`src/rtl/sobel_stream_ctrl.sv`:
```
// Sobel stream sequencer: feeds AXI4-Stream pixel beats into the convolution datapath and re-times its output as AXI4-Stream.
// Latency: output beat k leaves on datapath advance k+LATENCY+1; the first LATENCY advances of a frame are hidden, then LATENCY zero beats flush.
// Backpressure: a held output (m_tvalid & ~m_tready) stalls the datapath and drops s_tready in the same cycle (m_tready -> s_tready is combinational).
module sobel_stream_ctrl #(
  parameter int PIXELS_PER_BEAT = 16,
  parameter int IMAGE_DIM       = 512,
  parameter int DATA_WIDTH      = 8*PIXELS_PER_BEAT,
  parameter int LATENCY         = 52,
  parameter int FRM_CNT_W       = 16
) (
  input  logic                  clk,
  input  logic                  aresetn,
  input  logic                  enable,
  input  logic                  s_tvalid,
  output logic                  s_tready,
  input  logic [DATA_WIDTH-1:0] s_tdata,
  input  logic                  s_tuser,
  input  logic                  s_tlast,
  output logic                  m_tvalid,
  input  logic                  m_tready,
  output logic [DATA_WIDTH-1:0] m_tdata,
  output logic                  m_tuser,
  output logic                  m_tlast,
  output logic                  conv_stall,
  output logic                  conv_aresetn,
  output logic [DATA_WIDTH-1:0] conv_inp_frame,
  input  logic [DATA_WIDTH-1:0] conv_out_frame,
  output logic                  frame_done,
  output logic [FRM_CNT_W-1:0]  frame_cnt,
  output logic [2:0]            err_flags,
  output logic                  busy
);

  localparam int ROW_BEATS   = IMAGE_DIM / PIXELS_PER_BEAT;
  localparam int FRAME_BEATS = ROW_BEATS * IMAGE_DIM;
  localparam int ADV_MAX     = FRAME_BEATS + LATENCY;
  localparam int CNT_W       = $clog2(ADV_MAX + 1);

  localparam logic [CNT_W-1:0] C_LAST_BEAT = CNT_W'(FRAME_BEATS - 1);
  localparam logic [CNT_W-1:0] C_ADV_MAX   = CNT_W'(ADV_MAX);
  localparam logic [CNT_W-1:0] C_LAT       = CNT_W'(LATENCY);

  localparam logic [1:0] ST_CLEAR = 2'd0;
  localparam logic [1:0] ST_IDLE  = 2'd1;
  localparam logic [1:0] ST_RUN   = 2'd2;
  localparam logic [1:0] ST_FLUSH = 2'd3;

  logic [1:0]           r_state;
  logic [CNT_W-1:0]     r_in_cnt;
  logic [CNT_W-1:0]     r_adv_cnt;
  logic [CNT_W-1:0]     r_out_cnt;
  logic                 r_m_tvalid;
  logic                 r_m_tuser;
  logic                 r_m_tlast;
  logic [FRM_CNT_W-1:0] r_frame_cnt;
  logic [2:0]           r_err;

  logic                  w_out_ok;
  logic                  w_adv;
  logic                  w_s_tready;
  logic [DATA_WIDTH-1:0] w_inp;
  logic                  w_frame_done;
  logic [CNT_W-1:0]      w_out_idx;
  logic                  w_row_end_in;
  logic                  w_row_end_out;

  // Output slot is free when nothing is held or the held beat leaves this cycle.
  assign w_out_ok = ~r_m_tvalid | m_tready;

  // Index of the output beat produced by the current advance (pre-increment adv_cnt minus LATENCY).
  assign w_out_idx     = r_adv_cnt - C_LAT;
  assign w_row_end_in  = (int'(r_in_cnt) % ROW_BEATS) == (ROW_BEATS - 1);
  assign w_row_end_out = (int'(w_out_idx) % ROW_BEATS) == (ROW_BEATS - 1);

  // Last beat of the frame handshakes only after every flush advance has been issued.
  assign w_frame_done = (r_state == ST_FLUSH) & r_m_tvalid & m_tready &
                        (r_out_cnt == C_LAST_BEAT) & (r_adv_cnt == C_ADV_MAX);

  // Per-state input handshake, datapath advance and datapath input selection.
  always_comb begin
    w_adv      = 1'b0;
    w_s_tready = 1'b0;
    w_inp      = '0;
    case (r_state)
      ST_IDLE:  w_s_tready = ~s_tuser & w_out_ok;
      ST_RUN: begin
        w_s_tready = w_out_ok;
        w_adv      = s_tvalid & w_out_ok;
        w_inp      = s_tdata;
      end
      ST_FLUSH: w_adv = w_out_ok & (r_adv_cnt != C_ADV_MAX);
      default:  ;
    endcase
  end

  // Frame sequencing, beat counters and sticky protocol error flags.
  always_ff @(posedge clk or negedge aresetn) begin
    if (!aresetn) begin
      r_state   <= ST_CLEAR;
      r_in_cnt  <= '0;
      r_adv_cnt <= '0;
      r_err     <= '0;
    end else begin
      if (w_adv) r_adv_cnt <= r_adv_cnt + CNT_W'(1);
      case (r_state)
        ST_CLEAR: begin
          r_in_cnt  <= '0;
          r_adv_cnt <= '0;
          r_state   <= ST_IDLE;
        end
        ST_IDLE: begin
          if (s_tvalid && w_s_tready) r_err[0] <= 1'b1;
          // The SOF beat itself is taken on the first RUN cycle.
          if (s_tvalid && s_tuser && enable && w_out_ok) r_state <= ST_RUN;
        end
        ST_RUN: begin
          if (w_adv) begin
            r_in_cnt <= r_in_cnt + CNT_W'(1);
            if (s_tuser && (r_in_cnt != '0)) r_err[1] <= 1'b1;
            if (s_tlast != w_row_end_in) r_err[2] <= 1'b1;
            // Frame length comes from the counter only; tlast is advisory.
            if (r_in_cnt == C_LAST_BEAT) r_state <= ST_FLUSH;
          end
        end
        ST_FLUSH: begin
          if (w_frame_done) r_state <= ST_CLEAR;
        end
        default: r_state <= ST_CLEAR;
      endcase
    end
  end

  // Completed-frame counter, wraps naturally.
  always_ff @(posedge clk or negedge aresetn) begin
    if (!aresetn) begin
      r_frame_cnt <= '0;
    end else if (w_frame_done) begin
      r_frame_cnt <= r_frame_cnt + FRM_CNT_W'(1);
    end
  end

  // Output beat qualifiers; data itself comes straight from the datapath register.
  always_ff @(posedge clk or negedge aresetn) begin
    if (!aresetn) begin
      r_m_tvalid <= 1'b0;
      r_m_tuser  <= 1'b0;
      r_m_tlast  <= 1'b0;
      r_out_cnt  <= '0;
    end else if (w_adv && (r_adv_cnt >= C_LAT)) begin
      r_m_tvalid <= 1'b1;
      r_out_cnt  <= w_out_idx;
      r_m_tuser  <= (w_out_idx == '0);
      r_m_tlast  <= w_row_end_out;
    end else if (m_tready) begin
      r_m_tvalid <= 1'b0;
    end
  end

  assign s_tready       = w_s_tready;
  assign conv_stall     = ~w_adv;
  assign conv_aresetn   = (r_state != ST_CLEAR);
  assign conv_inp_frame = w_inp;
  assign m_tvalid       = r_m_tvalid;
  assign m_tuser        = r_m_tuser;
  assign m_tlast        = r_m_tlast;
  assign m_tdata        = conv_out_frame;
  assign frame_done     = w_frame_done;
  assign frame_cnt      = r_frame_cnt;
  assign err_flags      = r_err;
  assign busy           = (r_state != ST_IDLE);

endmodule
```
`config.mk`:
```
export PLATFORM = sky130hd
export DESIGN_NAME = sobel_stream_ctrl
export DESIGN_NICKNAME = d
export VERILOG_FILES = /design/src/rtl/sobel_stream_ctrl.sv
export SDC_FILE = /design/constraint.sdc
export NUM_CORES = 1
export LEC_CHECK = 0
export BUFFER_PORTS_ARGS = -buffer_cell sky130_fd_sc_hd__buf_4
export CAP_MARGIN = 20
export CELL_PAD_IN_SITES_DETAIL_PLACEMENT = 2
export CELL_PAD_IN_SITES_GLOBAL_PLACEMENT = 2
export CORE_AREA = 2 2 213 215
export CTS_BUF_LIST = sky130_fd_sc_hd__clkbuf_2 sky130_fd_sc_hd__clkbuf_4 sky130_fd_sc_hd__clkbuf_8
export DETAILED_ROUTE_END_ITERATION = 7
export DIE_AREA = 0 0 215 217
export HOLD_SLACK_MARGIN = 0.1
export PLACE_DENSITY = 0.71
export REMOVE_ABC_BUFFERS = 1
export SLEW_MARGIN = 20
export SYNTH_ARGS = -nofsm -noshare
export SYNTH_HDL_FRONTEND = slang
export SYNTH_SLANG_ARGS = --single-unit
```
`constraint.sdc`:
```
create_clock -name clk -period 2.7 [get_ports clk]
set_input_delay 0.135 -clock clk [delete_from_list [all_inputs] [get_ports clk]]
set_output_delay 0.135 -clock clk [all_outputs]
set_load 0.1 [all_outputs]
```
==> results.sh, run 1 <==
export IMPL_synthDistinctLibCells=57
export IMPL_slowest_delay_ns=0.45
export IMPL_arrival_ns=2.43
export IMPL_area_growth_pct=39.1
export IMPL_overflow=0
export IMPL_power_leakage_nw=3.90
export IMPL_grt_pass1_wl_mm=66.6
export IMPL_final_nets=1105
export IMPL_dpl_hpwl_mm=43.8
export IMPL_num_io_pins=546
export IMPL_rows=78
export IMPL_fin_total_pwr_w=0.00971
export IMPL_synth_edf_count=0
export IMPL_wl_per_cell_um=36.3
export IMPL_critPathCaptureType="output port"
export IMPL_grtUsageTotal=0.220
export IMPL_path_cells="inv_1 > ha_1 > nor4bb_4 > and4_2 > buf_12 > nor2_4 > inv_1 > buf_8"
export IMPL_synth_top_area_share=0.296
export IMPL_avgSynthCellArea_sq_um=8.75
export IMPL_core_area_sq_um=44700
export IMPL_setup_viol=0
export IMPL_grt_pass1_vias=6294
export IMPL_multiInputGateArea_sq_um=2950
export IMPL_finalClockSkew_ns=0.00845
export IMPL_criticalPathCategory="flip-flop to output port"
export IMPL_clkTransAtPathRegs_ns=0.08
export IMPL_p_per_area_nw_per_um2=1200
export IMPL_ys_ff_latch=69
export IMPL_slowest_stage="dfrtp_1"
export IMPL_clock_sinks=69
export IMPL_clkLatencyLatePin_ns=0.37
export IMPL_fill_cells=5315
export IMPL_numCtsBuffers=9
export IMPL_ys_seq_area_frac=0.296
export IMPL_crit_fanout=11
export IMPL_via_per_inst=4.21
export IMPL_ys_dominant_reg_cell="dfrtp_1"
export IMPL_reg2reg_depth=8
export IMPL_hold_viol_final=0
export IMPL_gp_congestion=0.826
export IMPL_antenna_found_initial=39
export IMPL_fin_setup_tns_ns=0
export IMPL_crit_top_cell="inv_1"
export IMPL_drive_above_1_share=0.438
export IMPL_async_flop_share=1.00
export IMPL_max_slew_margin=0.353
export IMPL_synth_largest_area_cell="dfrtp_1"
export IMPL_startpoint="r_adv_cnt[0]"
export IMPL_io_buffers=289
export IMPL_initial_core_util=0.131
export IMPL_grt_max_degree=134
export IMPL_fp_dieH_um=217
export IMPL_final_max_slew_viol_count=0
export IMPL_netlist_area_sq_um=5840
export IMPL_regArea_sq_um=1730
export IMPL_drtPass1Iterations=4
export IMPL_start_kind="flip-flop"
export IMPL_die_x_um=215
export IMPL_vias=6088
export IMPL_fmax_mhz=389
export IMPL_hp_class="input port to flip-flop"
export IMPL_cts_tree="built"
export IMPL_r2r_start="r_state[1]"
export IMPL_max_cap_viol_count=0
export IMPL_clock_path_buffers=2
export IMPL_yosysWarnings=0
export IMPL_holdPathStages=2
export IMPL_drcViolationCount=0
export IMPL_finalCriticalPeriod_ns=2.57
export IMPL_rsz0062_at_grt="false"
export IMPL_required_ns=2.57
export IMPL_drt_initial_drc_count=487
export IMPL_holdWs_ns=0.108
export IMPL_wl_mm=52.5
export IMPL_synthCells=667
export IMPL_fin_crit_sh=0.952
export IMPL_h_tree_depth=3
export IMPL_pre_cts_slack_ns=0.101
export IMPL_status="finished, final reports clean"
export IMPL_setup_ws_ns=0.130
export IMPL_synth_area_top_cells="dfrtp_1, buf_4, and2_1, ha_1, xnor2_1"
export IMPL_cts_root_buf="clkbuf_8"
export IMPL_fp_dieArea_sq_um=46700
export IMPL_ir_worst_vdd_v=0.000616
export IMPL_worst_slew_pin_slew_ns=0.970
export IMPL_drtAntennaViolNets=0
export IMPL_worstHoldStart="s_tuser"
power by group:
part	switching (W)	internal [W]	total (W)
Combinational	0.00587	0.00157	0.00744
Sequential	0.000147	0.00120	0.00135
Clock	0.000415	0.000505	0.000919
Total	0.00643	0.00327	0.00971
worst paths after layout:
| path | to | slack, ns |
|---|---|---|
| max | conv_stall | 0.13 |
| min | err_flags[1] | 0.11 |
| max reg2reg | r_state[1] | 0.20 |
| min reg2reg | frame_cnt[15] | 0.49 |
| max in group asynchronous | r_adv_cnt[14] | 1.59 |
| min in group asynchronous | r_out_cnt[9] | 0.45 |
per-stage QoR:
stage               cell area (sq um)   util  std cells
detailed placement               7840  0.175       1415
CTS                              8070  0.181       1432
finish                           8120  0.182       1446
floorplan                        4710      -        505
global route                     8090  0.181       1433
global placement                 7840  0.175       1415
registers in the layout, indices dropped and copies added (netlist names):
signal / count
frame_cnt: 16
r_adv_cnt: 15
r_in_cnt: 15
r_out_cnt: 15
err_flags: 3
r_state: 2
m_tlast: 1
m_tuser: 1
m_tvalid: 1
logic make-up after synthesis:
kind of cell,count (synthesis),share of synthesized area
muxes,23,0.0484
adders and majority gates,14,0.0300
DFF,69,0.296
AOI/OAI and AO/OA,56,0.0675
xor gates and xnor gates,38,0.0570
and+or+nand+nor,287,0.297
buffers and inverters,180,0.204
final cells by class:
cell class | count | share of cell area
Multi-Input combinational cell | 418 | 0.363
Timing Repair Buffer | 312 | 0.295
Sequential cell | 69 | 0.213
Tap cell | 600 | 0.0924
Clock buffer | 14 | 0.0214
Inverter | 18 | 0.00832
Antenna cell | 14 | 0.00431
Clock inverter | 1 | 0.00370
critical path, delay by kind of cell (launching register included):
kind                     cells  cell delay, ns
AND/OR/NAND/NOR              3            0.72
buffers and inverters        4            0.70
flip-flops                   1            0.45
adder cells (fa/ha/maj)      1            0.18
cell usage in the layout, fill, tap and decap left out, types with 3 or more instances in the layout:
cell type	n
buf_4	306
and2_1	129
dfrtp_1	69
nor2_1	33
nand2_1	25
xnor2_1	19
xor2_1	19
inv_1	18
nand3_1	16
a21oi_1	15
diode_2	14
mux2_2	14
nor3_1	13
o21ai_0	13
ha_1	13
nand4_1	12
clkbuf_8	11
and4_1	8
and3_1	7
mux2_4	7
or3_1	7
a22o_1	7
nor2b_1	6
or4_1	5
nand4b_1	4
o31ai_1	4
nand2b_1	3
nor4_1	3
a31o_2	3
clkbuf_4	3
buf_12	3
per-layer routing:
layer | vias up | share of wire | global-route usage
met1 | 2969 | 0.39 | 0.264
met4 | 24 | 0.013 | 0.0329
met2 | 599 | 0.36 | 0.276
li1 | 2428 | - | -
met3 | 68 | 0.22 | 0.199
met5 | - | 0.016 | 0.134
cell usage after synthesis, drive strengths merged (2+ instances only):
cell type / number
a31o: 3
nor4: 7
nand2b: 3
nor2: 34
nor3: 13
o21ai: 14
nand4: 13
o211ai: 2
mux2i: 2
o21bai: 2
mux2: 21
nand4b: 4
xnor2: 19
buf: 137
dfrtp: 69
o41ai: 2
or3: 7
a21oi: 15
nand3: 16
a22o: 7
o31ai: 4
nor2b: 6
inv: 18
or4: 5
and4: 9
nand2: 26
and2: 129
xor2: 19
ha: 14
and3: 7
clkbuf: 25
what timing repair did:
| action | CTS | global route |
|---|---|---|
| gates resized for setup | 2 | 3 |
| gates cloned | 0 | 0 |
| endpoints found under the hold margin | 70 | 0 |
| endpoints found under the setup margin | 1 | 1 |
| buffers inserted | 0 | 0 |
| hold buffers | 2 | 0 |
No activity file was read; power rests on OpenSTA's default activity.
==> run 2, diff against run 1 <==
--- a/config.mk
+++ b/config.mk
@@ -15,7 +15,6 @@
 export DIE_AREA = 0 0 215 217
 export HOLD_SLACK_MARGIN = 0.1
 export PLACE_DENSITY = 0.71
-export REMOVE_ABC_BUFFERS = 1
 export SLEW_MARGIN = 20
 export SYNTH_ARGS = -nofsm -noshare
 export SYNTH_HDL_FRONTEND = slang
==> results.sh, run 2 (synthesis gave the netlist of run 1 again) <==
export IMPL_fin_setup_tns_ns=0
export IMPL_fin_crit_sh=0.946
export IMPL_drive_above_1_share=0.447
export IMPL_critPathCaptureType="output port"
export IMPL_multiInputGateArea_sq_um=2940
export IMPL_num_io_pins=546
export IMPL_largest_register_ffs=16
export IMPL_holdPathStages=3
export IMPL_hp_class="input port to flip-flop"
export IMPL_worst_slew_pin_slew_ns=0.940
export IMPL_initial_core_util=0.131
export IMPL_start_kind="flip-flop"
export IMPL_fp_dieArea_sq_um=46700
export IMPL_fill_cells=5290
export IMPL_io_buffers=289
export IMPL_worstHoldStart="s_tlast"
export IMPL_clkLatencyLatePin_ns=0.36
export IMPL_die_x_um=215
export IMPL_finalCriticalPeriod_ns=2.55
export IMPL_arrival_ns=2.42
export IMPL_cts_tree="built"
export IMPL_fin_total_pwr_w=0.00982
export IMPL_wl_per_cell_um=22.5
export IMPL_drt_initial_drc_count=158
export IMPL_drtPass1Iterations=4
export IMPL_reg2reg_depth=9
export IMPL_grtUsageTotal=0.138
export IMPL_clkTransAtPathRegs_ns=0.08
export IMPL_startpoint="r_adv_cnt[0]"
export IMPL_dpl_hpwl_mm=27.9
export IMPL_rows=78
export IMPL_max_cap_viol_count=0
export IMPL_ir_worst_vdd_v=0.000685
export IMPL_via_per_inst=3.75
export IMPL_required_ns=2.57
export IMPL_hold_viol_final=0
export IMPL_cts_root_buf="clkbuf_8"
export IMPL_r2r_slack_ns=0.23
export IMPL_vias=5453
export IMPL_criticalPathCategory="flip-flop to output port"
export IMPL_crit_fanout=4
export IMPL_clock_sinks=69
export IMPL_r2r_start="r_adv_cnt[0]"
export IMPL_drtAntennaViolNets=0
export IMPL_setup_viol=0
export IMPL_hold_path_endpoint="err_flags[2]"
export IMPL_final_common_cell="buf_4"
export IMPL_grt_pass1_vias=6095
export IMPL_p_per_area_nw_per_um2=1200
export IMPL_final_max_slew_viol_count=0
export IMPL_h_tree_depth=3
export IMPL_wl_mm=32.7
export IMPL_status="finished, final reports clean"
export IMPL_rsz0062_at_grt="false"
export IMPL_overflow=0
export IMPL_numCtsBuffers=9
export IMPL_fp_dieH_um=217
export IMPL_area_growth_pct=40.6
export IMPL_grt_pass1_wl_mm=46.3
export IMPL_power_leakage_nw=3.98
export IMPL_grt_max_degree=101
export IMPL_r2r_end="frame_cnt[14]"
export IMPL_fmax_mhz=391
export IMPL_regArea_sq_um=1730
export IMPL_final_cell_mix="buf_4, and2_1, dfrtp_1"
export IMPL_drcViolationCount=0
export IMPL_syn_num_nets=944
export IMPL_antenna_found_initial=17
export IMPL_finalClockSkew_ns=0.0142
export IMPL_final_nets=1122
export IMPL_clock_path_buffers=2
export IMPL_gp_congestion=0.799
export IMPL_max_slew_margin=0.374
export IMPL_holdWs_ns=0.223
export IMPL_core_area_sq_um=44700
[run 2: cell count changes in the layout (fill, tap and decap cells not counted), sizes merged]
cell | previous run | this run
diode | 14 | 3
dlygate4sd3 | 2 | 3
clkbuf | 14 | 13
clkinv | 0 | 1
clkinvlp | 0 | 1
buf | 310 | 326
[run 2: stage by stage]
step                      setup WS (ns)   util  cell area [sq um]  cells
after CTS                        0.0459  0.183               8200   1450
after detailed placement        -0.0603  0.177               7930   1430
after global placement           0.0850  0.177               7930   1430
final                             0.146  0.184               8210   1453
after global routing             0.0165  0.184               8200   1450
after floorplan                  0.0495      -               5840    667
[run 2: timing repair]
item,in CTS,in global routing
gates resized for setup,1,1
buffers inserted,1,0
setup endpoints to repair,4,5
endpoints found under the hold margin,71,0
hold buffers,3,0
pin swaps,1,0
[run 2: worst max path at each step]
stage / cells past startpoint / endpoint
after floorplan: 3 / frame_done
after global placement: 7 / r_out_cnt[13]
after detailed placement: 7 / r_out_cnt[12]
after CTS: 9 / conv_stall
after global routing: 9 / conv_stall
final: 9 / conv_stall
[run 2: per-layer routing]
| metal | track usage | routed length, um | vias up |
|---|---|---|---|
| met1 | 0.147 | 12200 | 2664 |
| li1 | - | - | 2446 |
| met5 | 0.0104 | 86 | - |
| met2 | 0.247 | 16300 | 296 |
| met3 | 0.0703 | 3620 | 41 |
| met4 | 0.0237 | 506 | 6 |
[run 2: cell type report]
class / instances / share of cell area
Inverter: 18 / 0.00823
Sequential cell: 69 / 0.210
Antenna cell: 3 / 0.000914
Timing Repair Buffer: 329 / 0.305
Clock inverter: 3 / 0.00518
Multi-Input combinational cell: 418 / 0.358
Clock buffer: 13 / 0.0210
Tap cell: 600 / 0.0914
[run 2: critical path, cell delays in order, from the launching register on]
cell      delay, ns
dfrtp_1        0.39
inv_1          0.07
ha_1           0.18
nor4bb_2       0.35
buf_4          0.17
and4_1         0.27
nor2_4         0.07
buf_4          0.18
inv_1          0.13
buf_6          0.24
[run 2: where the power goes]
part           internal (W)  switching, W
registers           0.00120      0.000113
clock network      0.000512      0.000422
logic               0.00161       0.00596
==> run 3, diff against run 2 <==
--- a/config.mk
+++ b/config.mk
@@ -7,14 +7,15 @@
 export LEC_CHECK = 0
 export BUFFER_PORTS_ARGS = -buffer_cell sky130_fd_sc_hd__buf_4
 export CAP_MARGIN = 20
-export CELL_PAD_IN_SITES_DETAIL_PLACEMENT = 2
-export CELL_PAD_IN_SITES_GLOBAL_PLACEMENT = 2
-export CORE_AREA = 2 2 213 215
+export CELL_PAD_IN_SITES_DETAIL_PLACEMENT = 0
+export CELL_PAD_IN_SITES_GLOBAL_PLACEMENT = 1
+export CORE_AREA = 2 2 215 217
 export CTS_BUF_LIST = sky130_fd_sc_hd__clkbuf_2 sky130_fd_sc_hd__clkbuf_4 sky130_fd_sc_hd__clkbuf_8
+export CTS_CLUSTER_DIAMETER = 40
 export DETAILED_ROUTE_END_ITERATION = 7
-export DIE_AREA = 0 0 215 217
+export DIE_AREA = 0 0 217 219
 export HOLD_SLACK_MARGIN = 0.1
-export PLACE_DENSITY = 0.71
+export PLACE_DENSITY = 0.57
 export SLEW_MARGIN = 20
 export SYNTH_ARGS = -nofsm -noshare
 export SYNTH_HDL_FRONTEND = slang
==> results.sh, run 3 (synthesis gave the netlist of run 1 again) <==
export IMPL_clock_path_buffers=2
export IMPL_reg2reg_depth=8
export IMPL_largest_register_ffs=16
export IMPL_crit_fanout=17
export IMPL_p_per_area_nw_per_um2=1220
export IMPL_required_ns=2.57
export IMPL_hp_class="input port to flip-flop"
export IMPL_clkTransAtPathRegs_ns=0.08
export IMPL_fp_dieH_um=219
export IMPL_rsz0062_at_grt="false"
export IMPL_wl_per_cell_um=20.9
export IMPL_drcViolationCount=0
export IMPL_max_slew_margin=0.373
export IMPL_criticalPathCategory="flip-flop to output port"
export IMPL_area_growth_pct=39.4
export IMPL_final_max_slew_viol_count=0
export IMPL_dpl_hpwl_mm=25.5
export IMPL_grt_pass1_wl_mm=41.8
export IMPL_ir_worst_vdd_v=0.000712
export IMPL_clock_sinks=69
export IMPL_power_leakage_nw=3.90
export IMPL_post_cts_buffers=0
export IMPL_setup_viol=0
export IMPL_overflow=0
export IMPL_rows=78
export IMPL_finalCriticalPeriod_ns=2.49
export IMPL_holdPathStages=3
export IMPL_drt_initial_drc_count=288
export IMPL_fill_cells=5154
export IMPL_fin_crit_sh=0.922
export IMPL_worst_slew_pin_slew_ns=0.940
export IMPL_p_int_w=0.00347
export IMPL_cts_root_buf="clkbuf_8"
export IMPL_initial_core_util=0.129
export IMPL_drtAntennaViolNets=0
export IMPL_die_x_um=217
export IMPL_gp_congestion=0.861
export IMPL_core_area_sq_um=45100
export IMPL_power_frac_seq=0.134
export IMPL_grt_max_degree=98
export IMPL_cts_tree="built"
export IMPL_num_antenna_cells=0
export IMPL_switching_share=0.651
export IMPL_vias=5276
export IMPL_final_nets=1103
export IMPL_p_clk_frac=0.112
export IMPL_final_cell_mix="buf_4, and2_1, dfrtp_1"
export IMPL_numCtsBuffers=9
export IMPL_syn_num_nets=944
export IMPL_grt_pass1_vias=5480
export IMPL_clkLatencyLatePin_ns=0.37
export IMPL_antenna_found_initial=9
export IMPL_num_io_pins=546
export IMPL_start_kind="flip-flop"
export IMPL_max_cap_viol_count=0
export IMPL_status="finished, final reports clean"
export IMPL_power_switching_w=0.00646
export IMPL_place_area_sq_um=7820
export IMPL_io_buffers=289
export IMPL_h_tree_depth=3
export IMPL_finalClockSkew_ns=0.0169
export IMPL_fin_setup_tns_ns=0
export IMPL_drtPass1Iterations=4
export IMPL_wl_mm=30.0
export IMPL_arrival_ns=2.36
export IMPL_design_area_sq_um=8140
export IMPL_power_frac_comb=0.754
export IMPL_fp_dieArea_sq_um=47500
export IMPL_drive_above_1_share=0.437
export IMPL_final_common_cell="buf_4"
export IMPL_critPathCaptureType="output port"
export IMPL_hold_viol_final=0
export IMPL_fmax_mhz=402
export IMPL_via_per_inst=3.69
export IMPL_grtUsageTotal=0.124
==> run 3: metal layers <==
layer  track usage  routed length (um)  vias to the layer above
met3        0.0488                2500                       40
li1              -                   -                     2410
met2         0.222               15300                      255
met5             0                  13                        -
met4        0.0235                 387                        2
met1         0.140               11800                     2569
==> run 3: timing repair <==
action | 4_1_cts | 5_1_grt
pin swaps | 0 | 1
hold buffers | 3 | 0
resized for setup | 2 | 5
hold endpoints to repair | 71 | 0
gates cloned | 0 | 0
endpoints found under the setup margin | 1 | 2
==> run 3: area by class of cell <==
cell class	count	area, sq um	share of cell area
tap	600	751	0.0923
inverter	18	67.6	0.00830
clock buffer	11	151	0.0186
sequential	69	1730	0.212
timing repair buffer	310	2380	0.293
clock inverter	5	106	0.0131
multi-input combinational	418	2950	0.362
==> run 3: worst max-delay path, cell delays in order (launching register included) <==
cell and delay [ns]:
dfrtp_1 0.43, inv_1 0.07, ha_1 0.17, nor4bb_4 0.33, and4_4 0.27, buf_12 0.16, nor2_4 0.06, buf_4 0.17
inv_1 0.13, buf_12 0.19
==> run 3: power groups by stage <==
stage / Sequential, W / Clock (W) / Combinational (W)
after floorplan: 0.00152 / 0 / 0.00633
after global placement: 0.00134 / 0 / 0.00751
after detailed placement: 0.00134 / 0 / 0.00751
after CTS: 0.00133 / 0.00115 / 0.00754
after global routing: 0.00136 / 0.00120 / 0.00777
final: 0.00133 / 0.00111 / 0.00748
==> run 3: path summary, 6_finish.rpt <==
path / from / endpoint / slack [ns]
worst max-delay path: r_adv_cnt[1] / conv_stall / 0.21
worst min-delay path: m_tready / m_tvalid / 0.21
worst max register to register: r_adv_cnt[3] / r_state[1] / 0.35
worst min register to register: err_flags[0] / err_flags[0] / 0.49
max in group asynchronous: aresetn / r_adv_cnt[2] / 1.56
min in group asynchronous: aresetn / r_out_cnt[7] / 0.48
==> run 3: metrics by stage <==
stage	hold WS (ns)	total power (W)	setup slack (ns)	std cells	util
3_5_place_dp	0.271	0.00885	0.348	1412	0.173
5_1_grt	0.220	0.0103	0.0212	1431	0.180
3_3_place_gp	0.271	0.00886	0.408	1412	0.173
2_1_floorplan	-0.161	0.00784	0.0495	667	-
6_report	0.211	0.00992	0.209	1431	0.180
4_1_cts	0.203	0.0100	0.0153	1431	0.180
